### config.mk
export PLATFORM = sky130hd
export DESIGN_NAME = adder_arbiter
export DESIGN_NICKNAME = d
export VERILOG_FILES = /design/src/rtl/adder_arbiter.sv
export SDC_FILE = /design/constraint.sdc
export NUM_CORES = 1
export LEC_CHECK = 0
export BUFFER_PORTS_ARGS = -buffer_cell sky130_fd_sc_hd__buf_4
export CORE_AREA = 2 2 158 160
export DETAILED_ROUTE_END_ITERATION = 8
export DIE_AREA = 0 0 160 162
export SLEW_MARGIN = 15
export SYNTH_ARGS = -nofsm -noshare
export SYNTH_HDL_FRONTEND = slang
export SYNTH_SLANG_ARGS = --single-unit
### constraint.sdc
create_clock -name clk -period 2.2 [get_ports clk]
set_input_delay 0.11 -clock clk [delete_from_list [all_inputs] [get_ports clk]]
set_output_delay 0.11 -clock clk [all_outputs]
set_load 0.01 [all_outputs]
### src/rtl/adder_arbiter.sv
`default_nettype none
// ============================================================================
// Module   : adder_arbiter
// Purpose  : Round-robin scheduler sharing one external 32-bit prefix adder
//            among NREQ requesters. The winning requester's operands drive the
//            adder combinationally; the result is captured in a single-entry
//            response register tagged with the requester index.
// Options  : ADDARB_CARRY_CHAIN_EN - when defined, keeps one stored carry per
//            requester so req_chain can feed it back as carry-in (multi-word
//            add / subtract-with-borrow). When undefined, req_chain is ignored.
// Ports    : clk, rst_n                 clock, synchronous active-low reset
//            req_valid/req_ready        per-requester handshake (ready one-hot)
//            req_a/req_b                packed operands, requester i at [32i+:32]
//            req_sub/req_chain          per-requester op select / carry chain
//            add_a/add_b/add_cin        operands to the prefix adder
//            add_s/add_cout             result from the prefix adder
//            rsp_valid/rsp_ready        response handshake
//            rsp_id/rsp_sum/rsp_cout    registered result and its source index
// Revision : 1.0 - initial release
// ============================================================================
module adder_arbiter #(
    parameter int NREQ = 4,
    parameter int IDW  = $clog2(NREQ)
) (
    input  logic                 clk,
    input  logic                 rst_n,
    input  logic [NREQ-1:0]      req_valid,
    output logic [NREQ-1:0]      req_ready,
    input  logic [NREQ*32-1:0]   req_a,
    input  logic [NREQ*32-1:0]   req_b,
    input  logic [NREQ-1:0]      req_sub,
    input  logic [NREQ-1:0]      req_chain,
    output logic [31:0]          add_a,
    output logic [31:0]          add_b,
    output logic                 add_cin,
    input  logic [31:0]          add_s,
    input  logic                 add_cout,
    output logic                 rsp_valid,
    input  logic                 rsp_ready,
    output logic [IDW-1:0]       rsp_id,
    output logic [31:0]          rsp_sum,
    output logic                 rsp_cout
);

    typedef enum logic [0:0] {
        S_EMPTY = 1'b0,
        S_FULL  = 1'b1
    } state_t;

    state_t          r_state;
    state_t          w_state_nxt;
    logic [IDW-1:0]  r_rr;
    logic [IDW-1:0]  r_id;
    logic [31:0]     r_sum;
    logic            r_cout;

    logic            w_grant_en;
    logic            w_grant;
    logic [IDW-1:0]  w_gnt_idx;
    logic            w_hi_found;
    logic [IDW-1:0]  w_hi_idx;
    logic            w_lo_found;
    logic [IDW-1:0]  w_lo_idx;

`ifdef ADDARB_CARRY_CHAIN_EN
    logic [NREQ-1:0] r_carry;
`else
    // req_chain has no effect without stored carries.
    logic            w_unused_chain;
    assign w_unused_chain = ^req_chain;
`endif

    // Gating with rst_n keeps req_ready low and suppresses any grant while
    // reset is asserted.
    assign w_grant_en = rst_n & ((r_state == S_EMPTY) | rsp_ready);

    // Round-robin search: the lowest valid index at or above rr wins; if none
    // exists the search wraps and the lowest valid index overall wins.
    // Scanning downward lets the last hit be the lowest index.
    always_comb begin
        w_hi_found = 1'b0;
        w_hi_idx   = '0;
        w_lo_found = 1'b0;
        w_lo_idx   = '0;
        for (int i = NREQ - 1; i >= 0; i--) begin
            if (req_valid[i]) begin
                w_lo_found = 1'b1;
                w_lo_idx   = IDW'(i);
                if (i >= int'(r_rr)) begin
                    w_hi_found = 1'b1;
                    w_hi_idx   = IDW'(i);
                end
            end
        end
    end

    assign w_gnt_idx = w_hi_found ? w_hi_idx : w_lo_idx;
    assign w_grant   = w_lo_found & w_grant_en;

    // One-hot ready and the operand mux; everything is zero with no grant.
    always_comb begin
        req_ready = '0;
        add_a     = '0;
        add_b     = '0;
        add_cin   = 1'b0;
        for (int i = 0; i < NREQ; i++) begin
            if (w_grant && (w_gnt_idx == IDW'(i))) begin
                req_ready[i] = 1'b1;
                add_a        = req_a[32*i +: 32];
                // Subtraction is A + ~B + 1.
                add_b        = req_sub[i] ? ~req_b[32*i +: 32] : req_b[32*i +: 32];
`ifdef ADDARB_CARRY_CHAIN_EN
                // A chained word replaces the +1 with the stored carry, which
                // for subtraction is the inverted borrow of the lower word.
                add_cin      = req_chain[i] ? r_carry[i] : req_sub[i];
`else
                add_cin      = req_sub[i];
`endif
            end
        end
    end

    // Response register occupancy.
    always_comb begin
        w_state_nxt = r_state;
        case (r_state)
            S_EMPTY: if (w_grant) w_state_nxt = S_FULL;
            S_FULL:  if (rsp_ready && !w_grant) w_state_nxt = S_EMPTY;
            default: w_state_nxt = S_EMPTY;
        endcase
    end

    always_ff @(posedge clk) begin
        if (!rst_n) begin
            r_state <= S_EMPTY;
            r_rr    <= '0;
            r_id    <= '0;
            r_sum   <= '0;
            r_cout  <= 1'b0;
        end else begin
            r_state <= w_state_nxt;
            if (w_grant) begin
                r_rr   <= (w_gnt_idx == IDW'(NREQ - 1)) ? '0 : w_gnt_idx + IDW'(1);
                r_id   <= w_gnt_idx;
                r_sum  <= add_s;
                r_cout <= add_cout;
            end
        end
    end

`ifdef ADDARB_CARRY_CHAIN_EN
    // Only the granted requester's carry is refreshed.
    always_ff @(posedge clk) begin
        if (!rst_n) begin
            r_carry <= '0;
        end else begin
            for (int i = 0; i < NREQ; i++) begin
                if (w_grant && (w_gnt_idx == IDW'(i))) begin
                    r_carry[i] <= add_cout;
                end
            end
        end
    end
`endif

    assign rsp_valid = (r_state == S_FULL);
    assign rsp_id    = r_id;
    assign rsp_sum   = r_sum;
    assign rsp_cout  = r_cout;

endmodule
`default_nettype wire
# Word-level counts from Yosys, hierarchy flattened
# Cells that the tools add are included.
# W data, S select, Z words.
# word_totals
ff_bits	38
input_bits	304
output_inout_bits	105
wordCells	72
# op_classes
n_addsub	1
magnitude_cmp	3
eq_ne	3
mux	45
bitwise_logic	8
reduce_logical	7
# op_table
operator	count
$mux W32	12
$not A32 Y32	4
$mux W2	12
$mux W1	20
$logic_and A1 B1 Y1	5
$eq A2 B2 Y1 const B	2
$ge A1 B2 Y1 const A	2
$add A2 B1 Y2 const B	1
$and A1 B1 Y1	2
$eq A2 B1 Y1 const B	1
$ge A2 B2 Y1 const A	1
$logic_not A2 Y1	1
$pmux W1 S2	1
$logic_not A1 Y1	1
$not A1 Y1	1
$or A1 B1 Y1	1

# Logic depth before layout (Yosys ltp)
# Gate-level depths: netlist (run 1).
# depth
depth_word	14
mapped_depth	11
depth_no_buf	9

# Least setup slack after synthesis (run 1)
# No wires, ideal clock.
# synth_timing
kind	register -> output
from	register r_rr[1]
to	output add_b[1]
arrival_ps	2233
required_ps	2090
path_slack_ps	-143
stages_incl_launch_ff	11
n_path_buf	3
path_cell_list	dfxtp_1 a21boi_0 o32ai_1 inv_1 ha_1 clkbuf_1 nor2b_1 clkbuf_1 clkbuf_1 a221o_1 a21oi_1
# synth_via
elab_chain_cells	14
# synth_lines
item	line	text
start: declaration	52	logic [IDW-1:0] r_rr;
start signal: assignment	143	r_rr <= (w_gnt_idx == IDW'(NREQ - 1)) ? '0 : w_gnt_idx + IDW'(1);
$ge A2 B2 Y1	89	if (i >= int'(r_rr)) begin
$mux W2 / $mux W1 (equally long branches)	89	
$mux W2 / $mux W1 (equally long branches)	86	if (req_valid[i]) begin
$mux W2 / $mux W1 (equally long branches)	89	
$mux W2 / $mux W1 (equally long branches)	86	
$mux W2 / $mux W1 (equally long branches)	89	
$mux W2 / $mux W1 (equally long branches)	86	
$mux W2 (*)	97	assign w_gnt_idx = w_hi_found ? w_hi_idx : w_lo_idx;
net w_gnt_idx[1]	59	logic [IDW-1:0] w_gnt_idx;
$logic_not A2 Y1	107	if (w_grant && (w_gnt_idx == IDW'(i))) begin
$logic_and A1 B1 Y1	107	
$mux W32 (3 in series)	107	
$mux W32 (*)	107	
end: declaration	34	output logic [31:0] add_b,
# The timed path passes the listed nets; every way through them passes the cells marked *.

# Final worst setup path (run 1)
# layout_timing
from	register r_rr[0]
to	output add_b[3]
# layout_via
elab_chain_cells	14
# layout_lines
item	line
$ge A2 B2 Y1	89
$mux W2 / $mux W1 (equally long branches)	89
$mux W2 / $mux W1 (equally long branches)	86
$mux W2 / $mux W1 (equally long branches)	89
$mux W2 / $mux W1 (equally long branches)	86
$mux W2 / $mux W1 (equally long branches)	89
$mux W2 / $mux W1 (equally long branches)	86
$mux W2 (*)	97
$logic_not A2 Y1	107
$logic_and A1 B1 Y1	107
$mux W32 (3 in series)	107
$mux W32 (*)	107
# Every way passes the cells marked *; elsewhere a longest branch is shown, timed or not.

==> tab_implementation.tex, run 1 <==
\begin{tabular}{lr}
\hline
Metric & Value \\
\hline
\multicolumn{2}{l}{\textbf{Outcome}} \\
Result of the run & finished with violations \\
Violated checks & setup timing \\
\multicolumn{2}{l}{\textbf{Synth}} \\
Async SR Flop Fraction & 0 \\
Top\_reg\_cell synth & sky130\_fd\_sc\_hd\_\_dfxtp\_1 \\
Area share of the largest cell type after synthesis & 0.159 \\
Combinational family with the most area after synthesis & compound AO/OA/AOI/OAI gates \\
Ranking of synthesized cells by area & sky130\_fd\_sc\_hd\_\_dfxtp\_1 16\%, sky130\_fd\_sc\_hd\_\_xnor2\_1 12\%, sky130\_fd\_sc\_hd\_\_xor2\_1 12\%, sky130\_fd\_sc\_hd\_\_a21oi\_1 10\%, sky130\_fd\_sc\_hd\_\_a22oi\_1 10\% \\
Syn\_nets & 1016 \\
Mux cell area share after synthesis & 0 \\
Simple-gate share of the synthesized area & 0.171 \\
Dominant cell type by area after synthesis & sky130\_fd\_sc\_hd\_\_dfxtp\_1 \\
Post-synthesis sequential area ratio & 0.159 \\
Mean instance size in the synthesized netlist & 6.75 sq um \\
Syn Std Cell Area & 4780 sq um \\
EDFF count, synth & 0 \\
Post-synthesis xor/xnor area fraction & 0.235 \\
Synth Area in Compound Gates & 0.314 \\
Number of distinct library cell variants in the gate-level netlist after synthesis & 31 \\
Top cell types by occurrence after synthesis & 101 x sky130\_fd\_sc\_hd\_\_nand2\_1, 97 x sky130\_fd\_sc\_hd\_\_a21oi\_1, 64 x sky130\_fd\_sc\_hd\_\_a22oi\_1, 64 x sky130\_fd\_sc\_hd\_\_xnor2\_1, 64 x sky130\_fd\_sc\_hd\_\_xor2\_1 \\
Adder-cell share of the synthesized area & 0.0105 \\
Count of state elements after synthesis & 38 \\
Total number of yosys warnings & 0 \\
Dominant cell by count in the synthesized netlist & sky130\_fd\_sc\_hd\_\_nand2\_1 \\
Cell count after synthesis & 708 \\
\multicolumn{2}{l}{\textbf{STA}} \\
Slew margin rel. & 0.597 \\
Unrepaired setup endpoints after global routing & yes \\
Number of setup violations in the final report & 66 \\
Pin slew with the least headroom to its limit & 0.604 ns \\
Count of pins over their slew limit & 0 \\
Worst hold margin & 0.00766 ns \\
Fin Clk Skew & 0.00343 ns \\
Number of hold violations in the final report & 0 \\
Final critical delay including setup and external delays & 2.47 ns \\
Post-route worst setup slack & -0.270 ns \\
Upper clock frequency limit & 405 MHz \\
Final Cycle Share & 1.12 \\
Setup TNS & -13.25 ns \\
\multicolumn{2}{l}{\textbf{Die}} \\
Vertical die dimension & 162 um \\
I/O pin count & 409 \\
Die outline width & 160 um \\
Die area & 25900 sq um \\
Cell Rows & 57 \\
Effective utilization at floorplan & 0.198 \\
Area of the core & 24100 sq um \\
\multicolumn{2}{l}{\textbf{Critical path}} \\
Crit path required time & 2.09 ns \\
Critical path class & flip-flop to output port \\
Origin of the worst setup path & r\_rr[0] \\
Path depth of the worst reg2reg path & 8 \\
Worst Path Max Fanout & 7 \\
Data arrival time of the critical path & 2.36 ns \\
Worst-case register-to-register setup slack & 0.74 ns \\
Destination of the worst register-to-register timing path & r\_rr[1] \\
Endpoint kind of the worst setup timing path & output port \\
R2R Path Start & r\_rr[1] \\
Startpoint kind of the worst setup timing path & flip-flop \\
Critical Path Sink & add\_b[3] \\
\multicolumn{2}{l}{\textbf{Clocking}} \\
CTS root buf & sky130\_fd\_sc\_hd\_\_clkbuf\_16 \\
Cts-stage hold buffer count & 0 \\
Worst-case clock buffer depth & 2 \\
Number of clock sinks & 38 \\
Clock buffers created by TritonCTS & 5 \\
Max H-tree Level & 2 \\
Clock slew at the register clock pins of the worst setup and hold paths & 0.05 ns \\
Clock tree from TritonCTS & built \\
Clock latency reported for the late side of the worst-skew pair & 0.28 ns \\
\multicolumn{2}{l}{\textbf{Route}} \\
Starting DRC count in detailed routing & 428 \\
Via density & 4.70 \\
First-pass iteration count of the detailed router & 5 \\
Via Count & 6742 \\
Final routed DRC violation total & 0 \\
Detailed Route WL & 25700 um \\
Antenna-violating nets left & 0 \\
DR WL/cell & 17.9 um \\
\multicolumn{2}{l}{\textbf{Power and ir drop}} \\
Internal power & 3.88 mW \\
Total Power Consumption & 6.66 mW \\
Switching power as a share of total power & 0.418 \\
Sw power & 2.78 mW \\
Leakage & 4.52 nW \\
Relative contribution of combinational cells to total power & 0.775 \\
Portion of total power attributed to the clock network & 0.103 \\
Power per standard cell area & 685 nW/um\^{}2 \\
Worst vdd ir & 0.579 mV \\
Sequential share of power & 0.122 \\
\multicolumn{2}{l}{\textbf{Finish}} \\
P\&R area growth vs syn & 104\% \\
Final design instance area without fill & 9730 sq um \\
Final non-filler cell total & 1434 \\
Antenna cells & 0 \\
Proportion of layout cells with a drive suffix above 1 & 0.549 \\
Number of fill cells & 2519 \\
Layout Nets & 1418 \\
Final core occ & 0.404 \\
\multicolumn{2}{l}{\textbf{Worst hold path}} \\
Min-delay worst type & input pin to flip-flop \\
Hold-critical path depth & 3 \\
Beginning of the worst hold path & add\_s[6] \\
\multicolumn{2}{l}{\textbf{Placed design}} \\
Instance count after placement with tap cells included & 1396 \\
Placement Setup Slack & -0.141 ns \\
Number of port buffers & 404 \\
Half-perimeter wire length of the detailed placement result & 18200 um \\
Placement Cell Area & 8480 sq um \\
Final weighted congestion in routability-driven placement & 0.916 \\
\multicolumn{2}{l}{\textbf{Global route}} \\
Number of antenna violations at the first check in global routing & 0 \\
Met2 GRT Util & 0.304 \\
Wire length of the first global-routing pass & 36800 um \\
Via count of the first global-routing pass & 6574 \\
Most heavily used metal layer in global routing & met2 \\
Global routing usage on met1 & 0.222 \\
Congestion Overflow GR & 0 \\
Global Route met3 Usage & 0.0342 \\
Pin count of the biggest net entering global routing & 65 \\
Global-route total usage across every layer & 0.175 \\
\multicolumn{2}{l}{\textbf{Run}} \\
MaxCap Viol Count & 0 \\
\hline
\end{tabular}
flip-flops by register name, summed over array words and instances, names as in the netlist:
name	flops
r_rr	2
rsp_cout	1
rsp_id	2
rsp_sum	32
rsp_valid	1
final cells by class:
cell class / instances / area [sq um] / share of cell area
multi-input combinational: 555 / 4130 / 0.424
sequential: 38 / 768 / 0.0790
timing repair buffer: 475 / 4160 / 0.428
inverter: 35 / 134 / 0.0138
clock buffer: 7 / 133 / 0.0136
tap: 324 / 405 / 0.0417
layer usage:
layer	wire length, um	up-vias
met1	10500	3162
li1	-	3233
met3	1770	39
met5	0	-
met2	12800	308
met4	583	0
critical path: stages, from the launching register on:
cell                      delay (ns)
sky130_fd_sc_hd__dfxtp_4        0.37
sky130_fd_sc_hd__nor2b_2        0.05
sky130_fd_sc_hd__nor3_1         0.21
sky130_fd_sc_hd__o22ai_2        0.14
sky130_fd_sc_hd__buf_6          0.15
sky130_fd_sc_hd__ha_4           0.18
sky130_fd_sc_hd__nor2b_4        0.15
sky130_fd_sc_hd__buf_12         0.12
sky130_fd_sc_hd__buf_12         0.12
sky130_fd_sc_hd__a221o_1        0.32
sky130_fd_sc_hd__a21oi_2        0.13
sky130_fd_sc_hd__buf_4          0.14
cells in the final DEF (no fill, tap or decap), types with 4 or more instances in the layout:
cell type                   count
sky130_fd_sc_hd__nor2b_1        4
sky130_fd_sc_hd__a21oi_2       66
sky130_fd_sc_hd__o21ai_1       18
sky130_fd_sc_hd__buf_12        23
sky130_fd_sc_hd__buf_4        424
sky130_fd_sc_hd__xnor2_1       64
sky130_fd_sc_hd__a22oi_2       20
sky130_fd_sc_hd__buf_16         7
sky130_fd_sc_hd__nor2_1        33
sky130_fd_sc_hd__ha_4           4
sky130_fd_sc_hd__a21oi_1       21
sky130_fd_sc_hd__nand3_1       37
sky130_fd_sc_hd__dfxtp_1       36
sky130_fd_sc_hd__clkbuf_16      9
sky130_fd_sc_hd__xor2_1        64
sky130_fd_sc_hd__nand2_1      101
sky130_fd_sc_hd__inv_1         33
sky130_fd_sc_hd__o21ai_0        7
sky130_fd_sc_hd__o21ai_2        9
sky130_fd_sc_hd__a21oi_4       10
sky130_fd_sc_hd__buf_6         12
sky130_fd_sc_hd__buf_8          4
sky130_fd_sc_hd__a22oi_1       44
sky130_fd_sc_hd__a221o_1       32
kinds of logic (layout without fill, tap and decap cells):
| family | Yosys count | after routing |
|---|---|---|
| simple gates | 190 | 190 |
| buf+inv | 115 | 517 |
| xor+xnor | 128 | 128 |
| compound gates | 233 | 233 |
| flops | 38 | 38 |
| fa+ha+maj | 4 | 4 |
repair_timing:
item                       in CTS  in global routing
setup buffers                   9                 11
setup endpoints to repair      68                 67
resized for setup              81                 94
cloned                          9                  5
pin swaps                      27                 55
power groups by stage:
| stage | registers [mW] | clock network [mW] | logic [mW] |
|---|---|---|---|
| after global routing | 0.823 | 0.734 | 5.53 |
| after detailed placement | 0.815 | 0 | 3.85 |
| after CTS | 0.807 | 0.711 | 4.56 |
| after global placement | 0.813 | 0 | 3.83 |
| after floorplan | 0.842 | 0 | 1.98 |
| final | 0.812 | 0.686 | 5.17 |
worst min-delay path by stage:
stage,to
5_1_grt,rsp_sum[19]
3_5_place_dp,rsp_sum[16]
4_1_cts,rsp_sum[30]
6_report,rsp_sum[6]
3_3_place_gp,rsp_sum[26]
2_1_floorplan,rsp_cout
(Power assumes the default switching activity.)
==> run 2, diff against run 1 <==
SKIP_LAST_GASP = 1   (was not set)
==> tab_implementation.tex, run 2 (same netlist as run 1, synthesis figures left out) <==
\begin{tabular}{lr}
\hline
Metric & Value \\
\hline
\multicolumn{2}{l}{\textbf{Outcome}} \\
Result of the run & finished with violations \\
Violated checks & setup timing \\
\multicolumn{2}{l}{\textbf{Finish}} \\
Final core occ & 0.398 (-0.00607) \\
Number of flip-flops in the largest register & 32 (unchanged) \\
Antenna cells & 0 (unchanged) \\
P\&R area growth vs syn & 101\% \\
Final non-filler cell total & 1433 (-0.070\%) \\
Final design instance area without fill & 9580 sq um (-1.5\%) \\
Most common library cell in the layout ignoring fill and taps & sky130\_fd\_sc\_hd\_\_buf\_4 \\
Most frequent cells in the layout & 424 x sky130\_fd\_sc\_hd\_\_buf\_4, 101 x sky130\_fd\_sc\_hd\_\_nand2\_1, 64 x sky130\_fd\_sc\_hd\_\_xor2\_1, 64 x sky130\_fd\_sc\_hd\_\_xnor2\_1, 59 x sky130\_fd\_sc\_hd\_\_a21oi\_2 \\
Number of fill cells & 2518 (-0.040\%) \\
Proportion of layout cells with a drive suffix above 1 & 0.535 (-0.0139) \\
Layout Nets & 1417 (-0.071\%) \\
\multicolumn{2}{l}{\textbf{Global route}} \\
Congestion Overflow GR & 0 (unchanged) \\
Pin count of the biggest net entering global routing & 65 (unchanged) \\
Global-route total usage across every layer & 0.174 (-0.000380) \\
Wire length of the first global-routing pass & 36800 um (-0.13\%) \\
Number of antenna violations at the first check in global routing & 0 (unchanged) \\
Via count of the first global-routing pass & 6548 (-0.40\%) \\
\multicolumn{2}{l}{\textbf{Critical path}} \\
Worst Path Max Fanout & 7 (unchanged) \\
Endpoint kind of the worst setup timing path & output port \\
Startpoint kind of the worst setup timing path & flip-flop \\
Crit-path most repeated cell & sky130\_fd\_sc\_hd\_\_buf\_12 \\
Worst-path cell with the longest stage delay & sky130\_fd\_sc\_hd\_\_dfxtp\_2 \\
Critical-path cell list & nor2b\_2 > nor3\_1 > o22ai\_2 > buf\_6 > ha\_4 > nor2b\_4 > buf\_12 > buf\_12 > a221o\_1 > a21oi\_2 > buf\_4 \\
Highest cell delay on the worst timing path & 0.35 ns (-0.02 ns) \\
Data arrival time of the critical path & 2.34 ns (-0.02 ns) \\
Critical path class & flip-flop to output port \\
Crit path required time & 2.09 ns (about the same) \\
Worst-case register-to-register setup slack & 0.74 ns (about the same) \\
\multicolumn{2}{l}{\textbf{STA}} \\
Fin Clk Skew & 0.00346 ns (+0.0000291 ns) \\
Number of hold violations in the final report & 0 (unchanged) \\
Slew margin rel. & 0.597 (about the same) \\
Upper clock frequency limit & 408 MHz (+0.77\%) \\
Pin slew with the least headroom to its limit & 0.604 ns (+0.000221 ns) \\
Count of pins over their slew limit & 0 (unchanged) \\
Final critical delay including setup and external delays & 2.45 ns (-0.0188 ns) \\
Post-route worst setup slack & -0.251 ns (+0.0188 ns) \\
Unrepaired setup endpoints after global routing & yes \\
Number of setup violations in the final report & 66 (unchanged) \\
Final Cycle Share & 1.11 (-0.00855) \\
\multicolumn{2}{l}{\textbf{Clocking}} \\
Clock tree from TritonCTS & built \\
Clock buffers created by TritonCTS & 5 (unchanged) \\
Clock latency reported for the late side of the worst-skew pair & 0.28 ns (about the same) \\
Max H-tree Level & 2 (unchanged) \\
Number of clock sinks & 38 (unchanged) \\
Clock slew at the register clock pins of the worst setup and hold paths & 0.06 ns (about the same) \\
Worst-case clock buffer depth & 2 (unchanged) \\
CTS root buf & sky130\_fd\_sc\_hd\_\_clkbuf\_16 \\
\multicolumn{2}{l}{\textbf{Die}} \\
I/O pin count & 409 (unchanged) \\
Die area & 25900 sq um (unchanged) \\
Effective utilization at floorplan & 0.198 (unchanged) \\
Die outline width & 160 um (unchanged) \\
Cell Rows & 57 (unchanged) \\
Area of the core & 24100 sq um (unchanged) \\
Vertical die dimension & 162 um (unchanged) \\
\multicolumn{2}{l}{\textbf{Placed design}} \\
Placement Cell Area & 8480 sq um (unchanged) \\
Instance count after placement with tap cells included & 1396 (unchanged) \\
Half-perimeter wire length of the detailed placement result & 18200 um (unchanged) \\
Final weighted congestion in routability-driven placement & 0.916 (unchanged) \\
Number of port buffers & 404 (unchanged) \\
Placement Setup Slack & -0.141 ns (unchanged) \\
\multicolumn{2}{l}{\textbf{Route}} \\
Starting DRC count in detailed routing & 424 (-0.93\%) \\
Via density & 4.69 (-0.18\%) \\
Via Count & 6725 (-0.25\%) \\
Antenna-violating nets left & 0 (unchanged) \\
Final routed DRC violation total & 0 (unchanged) \\
Detailed Route WL & 25700 um (about the same) \\
DR WL/cell & 17.9 um (about the same) \\
First-pass iteration count of the detailed router & 5 (unchanged) \\
\multicolumn{2}{l}{\textbf{Run}} \\
MaxCap Viol Count & 0 (unchanged) \\
\multicolumn{2}{l}{\textbf{Power and ir drop}} \\
Power per standard cell area & 682 nW/um\^{}2 (-0.36\%) \\
Worst vdd ir & 0.580 mV (about the same) \\
Leakage & 4.49 nW (-0.72\%) \\
\multicolumn{2}{l}{\textbf{Worst hold path}} \\
Min-delay worst type & input pin to flip-flop \\
\hline
\end{tabular}
run 2: cell type report:
| cell class | instances | area, sq um | area share |
|---|---|---|---|
| clock buffer | 7 | 133 | 0.0138 |
| sequential | 38 | 766 | 0.0799 |
| tap | 324 | 405 | 0.0423 |
| inverter | 35 | 131 | 0.0137 |
| timing repair buffer | 474 | 4150 | 0.433 |
| multi-input combinational | 555 | 4000 | 0.418 |
run 2: power breakdown:
part / switching [mW] / leakage (nW) / internal, mW
Sequential: 0.0453 / 0.317 / 0.765
Combinational: 2.41 / 4.11 / 2.64
Clock: 0.272 / 0.0640 / 0.415
Total: 2.72 / 4.49 / 3.82
run 2: final timing paths:
kind	cells past startpoint	end	from
setup / recovery	11	add_b[3]	r_rr[0]
hold / removal	3	rsp_sum[6]	add_s[6]
setup reg to reg	8	r_rr[0]	r_rr[1]
hold reg to reg	2	rsp_sum[25]	rsp_sum[25]
run 2: critical path: cells and delay by family, from the launching register on:
family | cells | cell delay (ns)
adders and majority gates | 1 | 0.17
AOI/OAI and AO/OA | 3 | 0.59
and+or+nand+nor | 3 | 0.42
DFF | 1 | 0.35
buffers and inverters | 4 | 0.53
run 2: metal layers:
layer,track usage,up-vias,part of all wire
met5,0,-,0
met4,0.0418,0,0.023
met1,0.222,3136,0.42
met3,0.0340,43,0.070
met2,0.304,308,0.49
li1,-,3238,-
run 2: metrics by stage:
stage               setup TNS [ns]  hold WS (ns)  total power [mW]
finish                      -12.32       0.00764              6.54
CTS                         -14.94       0.00105              6.02
floorplan                   -0.962         0.209              2.82
global route                -21.23       0.00784              6.96
global placement             -3.00         0.292              4.64
detailed placement           -4.80         0.297              4.66
run 2: what timing repair did:
item / 4_1_cts / 5_1_grt
hold buffers: 0 / 0
endpoints found under the setup margin: 68 / 67
buffers inserted: 9 / 8
gates resized for setup: 63 / 76
pin swaps: 25 / 60
gates cloned: 9 / 8
